[src/rtl/rv32i_types.sv]
// Shared RV32I fetch-path types: canonical NOP encoding and the fetch packet
// handed from fetch to decode.
package rv32i_types;

  localparam logic [31:0] NOP_INST = 32'h0000_0013;

  typedef struct packed {
    logic [31:0] inst;
    logic [31:0] pc;
  } fetch_pkt_t;

endpackage

[src/rtl/fetch_queue.sv]
// Synchronous FIFO of fetch packets with push/pop/flush and an occupancy count.
// The head entry is read straight from the storage array, so a word pushed in
// one cycle becomes visible at the head the following cycle.
module fetch_queue
  import rv32i_types::*;
#(
  parameter  int unsigned DEPTH = 4,
  localparam int unsigned AW    = $clog2(DEPTH)
) (
  input  logic        clk,
  input  logic        rst_n,
  input  logic        flush_i,
  input  logic        push_i,
  input  logic        pop_i,
  input  fetch_pkt_t  push_pkt_i,
  output fetch_pkt_t  head_pkt_o,
  output logic [AW:0] count_o
);

  localparam logic [AW:0] FULL = (AW+1)'(DEPTH);

  fetch_pkt_t    mem_q [DEPTH];
  logic [AW-1:0] rd_ptr_q, rd_ptr_d;
  logic [AW-1:0] wr_ptr_q, wr_ptr_d;
  logic [AW:0]   count_q, count_d;
  logic          do_push, do_pop;

  // A pop frees the slot that a same-cycle push may reuse, so push is legal when full.
  assign do_pop  = pop_i && (count_q != '0);
  assign do_push = push_i && ((count_q != FULL) || do_pop);

  // Pointer and count next state; flush empties the queue outright.
  always_comb begin
    rd_ptr_d = rd_ptr_q;
    wr_ptr_d = wr_ptr_q;
    count_d  = count_q;
    if (flush_i) begin
      rd_ptr_d = '0;
      wr_ptr_d = '0;
      count_d  = '0;
    end else begin
      if (do_push) wr_ptr_d = wr_ptr_q + 1'b1;
      if (do_pop)  rd_ptr_d = rd_ptr_q + 1'b1;
      count_d = count_q + (AW+1)'(do_push) - (AW+1)'(do_pop);
    end
  end

  // Pointer and count registers.
  always_ff @(posedge clk or negedge rst_n) begin
    if (!rst_n) begin
      rd_ptr_q <= '0;
      wr_ptr_q <= '0;
      count_q  <= '0;
    end else begin
      rd_ptr_q <= rd_ptr_d;
      wr_ptr_q <= wr_ptr_d;
      count_q  <= count_d;
    end
  end

  // Storage array; contents are only meaningful below count_q, so no reset.
  always_ff @(posedge clk) begin
    if (do_push && !flush_i) mem_q[wr_ptr_q] <= push_pkt_i;
  end

  assign head_pkt_o = mem_q[rd_ptr_q];
  assign count_o    = count_q;

endmodule

[src/rtl/fetch_stage.sv]
// RV32I instruction fetch: owns the PC, issues in-order word requests under a
// credit limit, queues returned words and hands {inst, pc} to decode.
// A redirect flushes the queue and discards every response still in flight.
// Optional: define FETCH_PERF_CNT_EN for perf_fetched / perf_stall counters.
module fetch_stage
  import rv32i_types::*;
#(
  parameter logic [31:0] RESET_VECTOR = 32'h0000_0000,
  parameter int unsigned FIFO_DEPTH   = 4
) (
  input  logic        clk,
  input  logic        rst_n,
  output logic        imem_req,
  output logic [31:0] imem_addr,
  input  logic        imem_gnt,
  input  logic        imem_rvalid,
  input  logic [31:0] imem_rdata,
  input  logic        redirect,
  input  logic [31:0] redirect_pc,
  output logic        id_valid,
  input  logic        id_ready,
  output logic [31:0] id_inst,
  output logic [31:0] id_pc
`ifdef FETCH_PERF_CNT_EN
  ,
  output logic [31:0] perf_fetched,
  output logic [31:0] perf_stall
`endif
);

  localparam int unsigned   CW      = $clog2(FIFO_DEPTH) + 1;
  localparam logic [CW-1:0] DEPTH_C = CW'(FIFO_DEPTH);

  logic [31:0]   pc_q, pc_d;
  logic [31:0]   resp_pc_q, resp_pc_d;
  logic [CW-1:0] outst_q, outst_d;
  logic [CW-1:0] drop_q, drop_d;
  logic [CW-1:0] q_count;
  logic [CW:0]   credit_used;
  logic [31:0]   target;
  logic          fire, rsp, push, pop;
  fetch_pkt_t    push_pkt, head_pkt;

  assign target      = redirect_pc & ~32'h3;
  assign credit_used = {1'b0, outst_q} + {1'b0, q_count};
  // In-flight plus queued words never exceed the queue depth, so responses always fit.
  assign imem_req    = rst_n && !redirect && (credit_used < {1'b0, DEPTH_C});
  assign imem_addr   = pc_q;
  assign fire        = imem_req && imem_gnt;
  assign rsp         = imem_rvalid && (outst_q != '0);
  assign push        = rsp && (drop_q == '0) && !redirect;
  assign pop         = id_valid && id_ready;
  assign push_pkt    = '{inst: imem_rdata, pc: resp_pc_q};

  // PC, credit and drop-window next state; redirect has priority.
  always_comb begin
    outst_d   = outst_q + CW'(fire) - CW'(rsp);
    pc_d      = pc_q;
    resp_pc_d = resp_pc_q;
    drop_d    = drop_q;
    if (redirect) begin
      // Everything still outstanding after this edge is stale, including any
      // words already in an earlier drop window.
      pc_d      = target;
      resp_pc_d = target;
      drop_d    = outst_d;
    end else begin
      if (fire) pc_d = pc_q + 32'd4;
      if (rsp) begin
        if (drop_q != '0) drop_d    = drop_q - 1'b1;
        else              resp_pc_d = resp_pc_q + 32'd4;
      end
    end
  end

  // PC, response PC, outstanding and drop registers.
  always_ff @(posedge clk or negedge rst_n) begin
    if (!rst_n) begin
      pc_q      <= RESET_VECTOR;
      resp_pc_q <= RESET_VECTOR;
      outst_q   <= '0;
      drop_q    <= '0;
    end else begin
      pc_q      <= pc_d;
      resp_pc_q <= resp_pc_d;
      outst_q   <= outst_d;
      drop_q    <= drop_d;
    end
  end

  fetch_queue #(
    .DEPTH (FIFO_DEPTH)
  ) u_queue (
    .clk        (clk),
    .rst_n      (rst_n),
    .flush_i    (redirect),
    .push_i     (push),
    .pop_i      (pop),
    .push_pkt_i (push_pkt),
    .head_pkt_o (head_pkt),
    .count_o    (q_count)
  );

  assign id_valid = (q_count != '0);
  assign id_inst  = id_valid ? head_pkt.inst : NOP_INST;
  assign id_pc    = id_valid ? head_pkt.pc   : '0;

`ifdef FETCH_PERF_CNT_EN
  logic [31:0] perf_fetched_q, perf_stall_q;

  // Free-running wrap-around counters of delivered instructions and stall cycles.
  always_ff @(posedge clk or negedge rst_n) begin
    if (!rst_n) begin
      perf_fetched_q <= '0;
      perf_stall_q   <= '0;
    end else begin
      if (pop)                  perf_fetched_q <= perf_fetched_q + 32'd1;
      if (id_valid && !id_ready) perf_stall_q  <= perf_stall_q + 32'd1;
    end
  end

  assign perf_fetched = perf_fetched_q;
  assign perf_stall   = perf_stall_q;
`endif

  a_rvalid_outstanding: assert property (
    @(posedge clk) disable iff (!rst_n) imem_rvalid |-> (outst_q != '0)
  );

endmodule

[config.mk]
export PLATFORM = sky130hd
export DESIGN_NAME = fetch_stage
export DESIGN_NICKNAME = d
export VERILOG_FILES = /design/src/rtl/rv32i_types.sv /design/src/rtl/fetch_queue.sv /design/src/rtl/fetch_stage.sv
export SDC_FILE = /design/constraint.sdc
export NUM_CORES = 1
export LEC_CHECK = 0
export BUFFER_PORTS_ARGS = -buffer_cell sky130_fd_sc_hd__buf_2
export CAP_MARGIN = 25
export CORE_MARGIN = 2
export CORE_UTILIZATION = 45
export CTS_CLUSTER_DIAMETER = 30
export DETAILED_ROUTE_END_ITERATION = 10
export PLACE_DENSITY = 0.7
export SKIP_CTS_REPAIR_TIMING = 1
export SYNTH_ARGS = -nofsm -noshare
export SYNTH_HDL_FRONTEND = slang
export SYNTH_HIERARCHICAL = 1
export SYNTH_SLANG_ARGS = --single-unit
[constraint.sdc]
create_clock -name clk -period 10.8 [get_ports clk]
set_clock_uncertainty 0.2 [all_clocks]
set_input_delay 0.54 -clock clk [delete_from_list [all_inputs] [get_ports clk]]
set_output_delay 0.54 -clock clk [all_outputs]
set_load 0.1 [all_outputs]
==> out/metrics.cfg, run 1 <==
[outcome]
outcome = complete, no violations

[detailed_routing]
drt_wl_total_um = 29000
viasPerCell = 5.40
drc = 0
ant_nets = 0
wl_met3_um = 1790
via_count = 8240
routed.top_layer = met5
post_drt_wl_per_cell_um = 19.0
met1_length_um = 13000
drt_iter0_drc = 545
wl_met2_um = 13500
dr.pass1.iters = 5

[synthesis]
yosysSeqAreaShare_pct = 67.7
syn_inst = 869
synthXorXnorAreaFrac_pct = 2.43
synth_top_family_by_area = multiplexers
synth_top_flop_cell = edfxtp_1
synth_cell_type_count = 59
synthArstFlopShare_pct = 22.2
synth_edf_count = 256
ys_warn_count = 6
synth_fa_ha_area_share_pct = 1.44
synth-compound-area-share_pct = 3.80
synthesis.area_mm2 = 0.0141
synthSimpleGateAreaFrac_pct = 11.0
ys_ff_latch = 329
synth.avg_cell_area_um2 = 16.2
synthMuxAreaShare_pct = 11.2

[floorplan]
ioPinCount = 168
fp.dieH_um = 181
core_area_mm2 = 0.0307
dieArea_mm2 = 0.0327
initial_core_util_pct = 45.9
dieWidth_um = 181
placementRows = 64

[final_layout]
multi_input_area_mm2 = 0.00425
seqCellArea_mm2 = 0.00952
insertedDiodeCount = 0
final_nets = 1166
area_growth_pct = 24.8
fillers = 2393
drive_above_1_share_pct = 34.0

[sta]
timing.fmax_mhz = 242
min_period_ps = 4130
post-route-period-util_pct = 38.2
finalMaxSlewViolations = 0
final.setup.tns_ps = 0
final-hold-violation-count = 0
slew_headroom_pct = 33.3
setup_ws_ps = 6670
rsz0062_at_grt = false
setup_viol = 0
worst_pin_slew_ps = 1000

[setup_path]
start_kind = primary input
crit_type = primary input to flip-flop
worstPathArrival_ps = 4360
end_kind = flip-flop
crit_path_max_incr_delay_ps = 620
cp.required_ps = 11030
slowest_stage = clkinv_1
path_cells = dlygate4sd3_1 -> buf_2 -> buf_4 -> and4_1 -> buf_4 -> clkinv_1 -> ha_1 -> inv_1 -> ha_1 -> fa_1 -> xnor2_1 -> xnor2_1 -> o21a_1
cp_max_fo = 38

[pwr]
max-vdd-ir-drop_uv = 166
p_leak_nw = 6.49
powerDensity_mw_per_mm2 = 229
total_power_mw = 4.02

[placed_design]
port_buffers = 163
pre_cts_slack_ps = 6420
gp_congestion = 0.856
dp_hpwl_um = 16700

[clock_tree]
cts_made_buffers = 69
htree_levels = 3
cts.sinks = 329
cts_root_buffer = clkbuf_16
path_clk_slew_ps = 40
cts.path.max_buffers = 3
cts_tree = done
clk_latency_ps = 540

[global_routing]
grt_max_degree = 67
grt_pass1_vias = 8592
antenna_found_initial = 1
grt_pass1_wl_um = 46700
grtUsageTotal_pct = 18.1
overflow = 0

[worst_hold_path]
hold_path_class = primary input to flip-flop

[run]
cap_violations = 0

==> stage by stage <==
stage	instances	util [%]	area [um^2]	hold WS [ps]
after floorplan	878	-	14100	44.4
after global placement	1404	49.7	15200	317
after detailed placement	1404	49.7	15200	314
after CTS	1525	57.1	17500	-147
after global routing	1527	57.2	17500	2.25
final	1527	57.2	17500	14.4
==> registers in the layout (all words and copies together), names as in the netlist <==
signal / count
u_queue/mem_q: 256
imem_addr: 30
resp_pc_q: 30
drop_q: 3
outst_q: 3
u_queue/count_o: 3
u_queue/rd_ptr_q: 2
u_queue/wr_ptr_q: 2
==> placed cells by master (no fill, tap or decap), types with 8 or more instances in the layout <==
cell	instances
clkinv_2	9
nand2_1	48
inv_1	18
and2_1	65
o211ai_1	17
nand3_1	28
conb_1	10
nor2_1	25
xnor2_1	26
buf_2	163
nor4_1	8
nand4_1	23
mux4_2	64
o21ai_0	29
ha_1	13
mux2_2	8
nor3_1	9
dfrtp_1	71
and3_1	9
clkbuf_16	70
xor2_1	13
edfxtp_1	256
buf_4	11
clkinvlp_4	10
nand2b_1	9
==> final timing paths <==
| check | startpoint | end | slack [ps] | cells after the start |
|---|---|---|---|---|
| setup reg to reg | u_queue/count_o[2] | drop_q[2] | 6760 | 12 |
| hold reg to reg | imem_addr[16] | imem_addr[16] | 310 | 1 |
| hold / removal | imem_rdata[13] | u_queue/mem_q[1][45] | 10 | 1 |
| max in group asynchronous | rst_n | outst_q[2] | 9120 | 4 |
| min in group asynchronous | rst_n | imem_addr[28] | 390 | 3 |
| setup / recovery | rst_n | drop_q[2] | 6670 | 13 |
==> logic make-up (layout without fill, tap and decap cells) <==
kind of cell | Yosys count | count (layout)
compound gates | 84 | 84
mux | 76 | 76
xor+xnor | 39 | 39
fa+ha+maj | 15 | 15
flops | 329 | 329
buf+inv | 63 | 316
other cells | 1 | 10
simple gates | 262 | 262
==> worst max-delay path: cells and delay by family <==
family | cells | cell delay (ps)
compound gates | 1 | 170
buf+inv | 6 | 1940
fa+ha+maj | 3 | 1120
simple gates | 1 | 280
xor+xnor | 2 | 290
==> where the power goes <==
group | switching [mW] | leakage (nW) | total, mW | internal, mW
sequential | 0.0609 | 3.19 | 1.49 | 1.43
combinational | 0.400 | 2.21 | 0.514 | 0.114
clock | 0.663 | 1.09 | 2.02 | 1.35
==> synth_stat cells (13+ instances only) <==
cell	instances	area (um^2)
o21ai_0	29	145
o211ai_1	17	128
edfxtp_1	256	7690
xor2_1	13	114
inv_1	18	67.6
xnor2_1	26	228
and2_1	69	432
ha_1	13	163
nand2_1	48	180
clkbuf_1	19	71.3
nand3_1	28	140
dfrtp_1	73	1830
nand4_1	23	144
mux4_2	64	1440
nor2_1	25	93.8
==> metal layers <==
metal	track usage [%]	vias to the layer above
met5	0	-
met4	6.68	2
met3	3.61	69
met2	28.3	285
met1	25.3	4078
li1	-	3806
==> cell type report <==
class / count / area share, %
clock buffers: 78 / 10.3
clock inverters: 43 / 2.65
inverters: 19 / 0.406
multi-input cells: 486 / 24.2
flip-flops and latches: 329 / 54.2
well taps: 396 / 2.82
repair buffers: 176 / 5.33
Power figures use the tool's default switching activity.
==> inputs of run 2 (changes only) <==
--- a/config.mk
+++ b/config.mk
@@ -11,7 +11,7 @@
 export CORE_UTILIZATION = 45
 export CTS_CLUSTER_DIAMETER = 30
 export DETAILED_ROUTE_END_ITERATION = 10
-export PLACE_DENSITY = 0.7
+export PLACE_DENSITY = 0.73
 export SKIP_CTS_REPAIR_TIMING = 1
 export SYNTH_ARGS = -nofsm -noshare
 export SYNTH_HDL_FRONTEND = slang
==> constraint.sdc (replaced) <==
create_clock -name clk -period 3.4 [get_ports clk]
set_clock_uncertainty 0.2 [all_clocks]
set_input_delay 0.17 -clock clk [delete_from_list [all_inputs] [get_ports clk]]
set_output_delay 0.17 -clock clk [all_outputs]
set_load 0.1 [all_outputs]
==> run 2 against run 1 <==
The run now ends with hold timing left. Power rose to 3.0 times the previous value. Register-to-register slack worse by 6400 ps. Sequential share of layout area down 1.8 points. Critical path depth down 9. Core utilization up 2.0 points. Setup slack worse by 6300 ps. First-iteration DRC count up 1.8%. Critical endpoint is now id_inst[11]. Largest power group unchanged.
==> out/metrics.cfg, run 2 (same netlist as run 1, synthesis figures left out) <==
[sta]
min_period_ps = 3080
finalMaxSlewViolations = 0
timing.fmax_mhz = 325
fin_hold_ws_ps = -23.3
setup_viol = 0
slew_headroom_pct = 55.8
worst_pin_slew_ps = 659
rsz0062_at_grt = false
final-hold-violation-count = 1
post-route-period-util_pct = 90.5
final.setup.tns_ps = 0

[final_layout]
largest_register = u_queue/mem_q
area_growth_pct = 29.2
final_common_cell = edfxtp_1
fin_util_pct = 59.2
final_cell_mix = edfxtp_1, buf_2, dlygate4sd3_1
drive_above_1_share_pct = 31.4
stdcell_area_mm2 = 0.0182
insertedDiodeCount = 0
largest_reg_flops = 256
final_nets = 1240

[clock_tree]
cts_root_buffer = clkbuf_16
cts_made_buffers = 59
cts.path.max_buffers = 3
cts_tree = done
htree_levels = 2
path_clk_slew_ps = 50
cts.sinks = 329
clk_latency_ps = 570

[setup_path]
crit_path_max_incr_delay_ps = 810
cp.required_ps = 3030
cp_max_fo = 29
path_cells = buf_4 -> mux4_2 -> and2_1 -> buf_2
crit_type = flip-flop to output port
slowest_stage = dfrtp_4
start_kind = flip-flop
end_kind = output port
worstPathArrival_ps = 2710

[detailed_routing]
viasPerCell = 5.44
drc = 0
ant_nets = 0
dr.pass1.iters = 5
drt_iter0_drc = 555
post_drt_wl_per_cell_um = 19.1
via_count = 8706
drt_wl_total_um = 30600

[placed_design]
gp_congestion = 0.831
placed_area_mm2 = 0.0154
dp_hpwl_um = 18100
port_buffers = 163

[run]
cap_violations = 0

[global_routing]
grt_pass1_vias = 8551
grt_max_degree = 66
overflow = 0
antenna_found_initial = 0
grtUsageTotal_pct = 18.4
grt_pass1_wl_um = 47700

[floorplan]
fp.dieH_um = 181
dieWidth_um = 181
placementRows = 64
initial_core_util_pct = 45.9
ioPinCount = 168
core_area_mm2 = 0.0307
dieArea_mm2 = 0.0327

[pwr]
total_power_mw = 12.2
max-vdd-ir-drop_uv = 413
p_leak_nw = 6.72
powerDensity_mw_per_mm2 = 673

[outcome]
outcome = complete, but fails checks
violations = hold timing

[worst_hold_path]
hold_path_class = primary input to flip-flop

run 2: metrics by stage:
stage / cells / worst slack, ps / hold WS [ps]
after global routing: 1601 / 77.4 / 39.1
after floorplan: 878 / 272 / -326
final: 1601 / 323 / -23.3
after global placement: 1415 / 417 / 131
after CTS: 1526 / 269 / -479
after detailed placement: 1415 / 323 / 116
run 2: report_power, final:
group | internal, mW | switching (mW)
clock | 3.81 | 1.95
sequential | 4.53 | 0.194
combinational | 0.432 | 1.30
run 2: per-layer routing:
metal,track usage [%],routed length (um),up-vias
met3,3.89,2270,46
met1,26.7,13300,4342
met4,5.23,561,0
met5,0,0,-
met2,28.2,14500,363
li1,-,-,3955
run 2: final timing paths:
check / startpoint / endpoint / cells after the start / slack (ps)
setup / recovery: u_queue/rd_ptr_q[0] / id_inst[11] / 4 / 320
hold / removal: id_ready / u_queue/rd_ptr_q[1] / 5 / -20
setup reg to reg: u_queue/count_o[2] / drop_q[2] / 11 / 330
hold reg to reg: imem_addr[16] / imem_addr[16] / 1 / 340
max in group asynchronous: rst_n / u_queue/rd_ptr_q[0] / 4 / 1960
min in group asynchronous: rst_n / imem_addr[18] / 3 / 60
run 2: critical path: cells and delay by family (launching register included):
family	cells	cell delay, ps
buffers and inverters	2	610
flip-flops	1	810
multiplexers	1	530
AND/OR/NAND/NOR	1	170
run 2: layout make-up:
cell class              instances  area [um^2]
flip-flops and latches        329         9520
well taps                     396          495
clock inverters                41          439
inverters                      19         71.3
clock buffers                  70         1560
repair buffers                260         1830
multi-input cells             486         4250
fillers                      2315        12500
==> inputs of run 3 (changes only) <==
--- a/config.mk
+++ b/config.mk
@@ -11,8 +11,10 @@
 export CORE_UTILIZATION = 45
 export CTS_CLUSTER_DIAMETER = 30
 export DETAILED_ROUTE_END_ITERATION = 10
-export PLACE_DENSITY = 0.73
+export GPL_TIMING_DRIVEN = 0
+export PLACE_DENSITY = 0.69
 export SKIP_CTS_REPAIR_TIMING = 1
+export SLEW_MARGIN = 20
 export SYNTH_ARGS = -nofsm -noshare
 export SYNTH_HDL_FRONTEND = slang
 export SYNTH_HIERARCHICAL = 1
==> run 3 against run 2 <==
The flow still finishes with violations (hold timing). Wire length rose by 5.6%. Die area unchanged. Global-route usage is 1.2 points higher. Setup slack worse by 140 ps. Sequential share of layout area down 0.94 points. Via count increased by 2.0%. Sequential power about the same. Power is 5.8% higher. Critical path depth up 8. Register-to-register slack worse by 150 ps. First-iteration DRC count up 3.6%. Highest routed layer unchanged.
==> out/metrics.cfg, run 3 (same netlist as run 1, synthesis figures left out) <==
[outcome]
outcome = complete, but fails checks
violations = hold timing

[run]
cap_violations = 0

[detailed_routing]
ant_nets = 0
drt_iter0_drc = 575
dr.pass1.iters = 5
post_drt_wl_per_cell_um = 19.9
via_count = 8880
drc = 0
drt_wl_total_um = 32300
viasPerCell = 5.46

[clock_tree]
cts_made_buffers = 66
cts_root_buffer = clkbuf_16
htree_levels = 3
path_clk_slew_ps = 40
cts.path.max_buffers = 3
cts.sinks = 329
clk_latency_ps = 550
cts_tree = done

[placed_design]
gp_congestion = 0.905
port_buffers = 162
dp_hpwl_um = 20100

[sta]
final-hold-violation-count = 2
finalMaxSlewViolations = 0
min_period_ps = 3220
fin_hold_ws_ps = -32.2
final.setup.tns_ps = 0
timing.fmax_mhz = 311
worst_pin_slew_ps = 745
setup_viol = 0
post-route-period-util_pct = 94.7
slew_headroom_pct = 50.3
rsz0062_at_grt = false

[floorplan]
dieArea_mm2 = 0.0327
placementRows = 64
initial_core_util_pct = 45.9
fp.dieH_um = 181
ioPinCount = 168
core_area_mm2 = 0.0307
dieWidth_um = 181

[pwr]
p_leak_nw = 6.90
powerDensity_mw_per_mm2 = 699
total_power_mw = 12.9
max-vdd-ir-drop_uv = 445

[final_layout]
final_common_cell = edfxtp_1
final_nets = 1264
drive_above_1_share_pct = 33.0
area_growth_pct = 31.5
largest_register = u_queue/mem_q
insertedDiodeCount = 0
final_cell_mix = edfxtp_1, buf_2, dfrtp_1
largest_reg_flops = 256

[setup_path]
start_kind = flip-flop
worstPathArrival_ps = 3460
cp.required_ps = 3640
cp_max_fo = 10
end_kind = flip-flop
crit_type = flip-flop to flip-flop

[global_routing]
grt_max_degree = 47
grtUsageTotal_pct = 19.6
grt_pass1_vias = 8878
antenna_found_initial = 0
grt_pass1_wl_um = 49800
overflow = 0

[worst_hold_path]
hold_path_class = primary input to flip-flop

[run 3: area by class of cell]
class,instances,area [um^2]
fillers,2281,12200
inverters,19,75.1
clock inverters,42,517
multi-input cells,486,4280
plain buffers,43,269
flip-flops and latches,329,9520
clock buffers,77,1730
well taps,396,495
repair buffers,234,1610
[run 3: path summary, 6_finish.rpt]
kind | startpoint | cells after the start | endpoint | slack, ps
setup reg to reg | outst_q[2] | 12 | drop_q[2] | 180
setup / recovery | outst_q[2] | 12 | drop_q[2] | 180
hold / removal | id_ready | 5 | u_queue/rd_ptr_q[1] | -30
max in group asynchronous | rst_n | 3 | u_queue/count_o[1] | 2370
min in group asynchronous | rst_n | 2 | imem_addr[24] | 0
hold reg to reg | imem_addr[16] | 1 | imem_addr[16] | 340
[run 3: critical path, stage by stage (launching register included)]
cell	delay (ps)
dfrtp_2	430
ha_1	240
nor4_4	320
and4_4	290
clkinvlp_4	120
buf_4	190
ha_1	280
inv_1	40
ha_1	190
fa_2	360
xnor2_2	140
xnor2_1	150
o21a_1	170
[run 3: report_power, final]
group          total [mW]  internal (mW)  leakage (nW)  switching [mW]
sequential           4.73           4.54          3.19           0.199
combinational        1.77          0.447          2.64            1.32
clock                6.43           4.24          1.07            2.18
total                12.9           9.23          6.90            3.70
[run 3: routing by layer]
layer,track usage (%),part of all wire (%)
met5,0,0
met4,5.81,1.8
met3,3.87,5.8
met2,31.3,49
met1,27.6,44
[run 3: stage by stage]
step	instances	util, %	worst slack, ps	cell area, um^2	hold WS, ps
after floorplan	878	-	272	14100	-326
after global placement	1436	50.2	-952	15400	184
after detailed placement	1441	50.7	-391	15500	37.9
after CTS	1560	58.0	-386	17800	-544
after global routing	1626	60.3	5.53	18500	47.4
final	1626	60.3	181	18500	-32.2
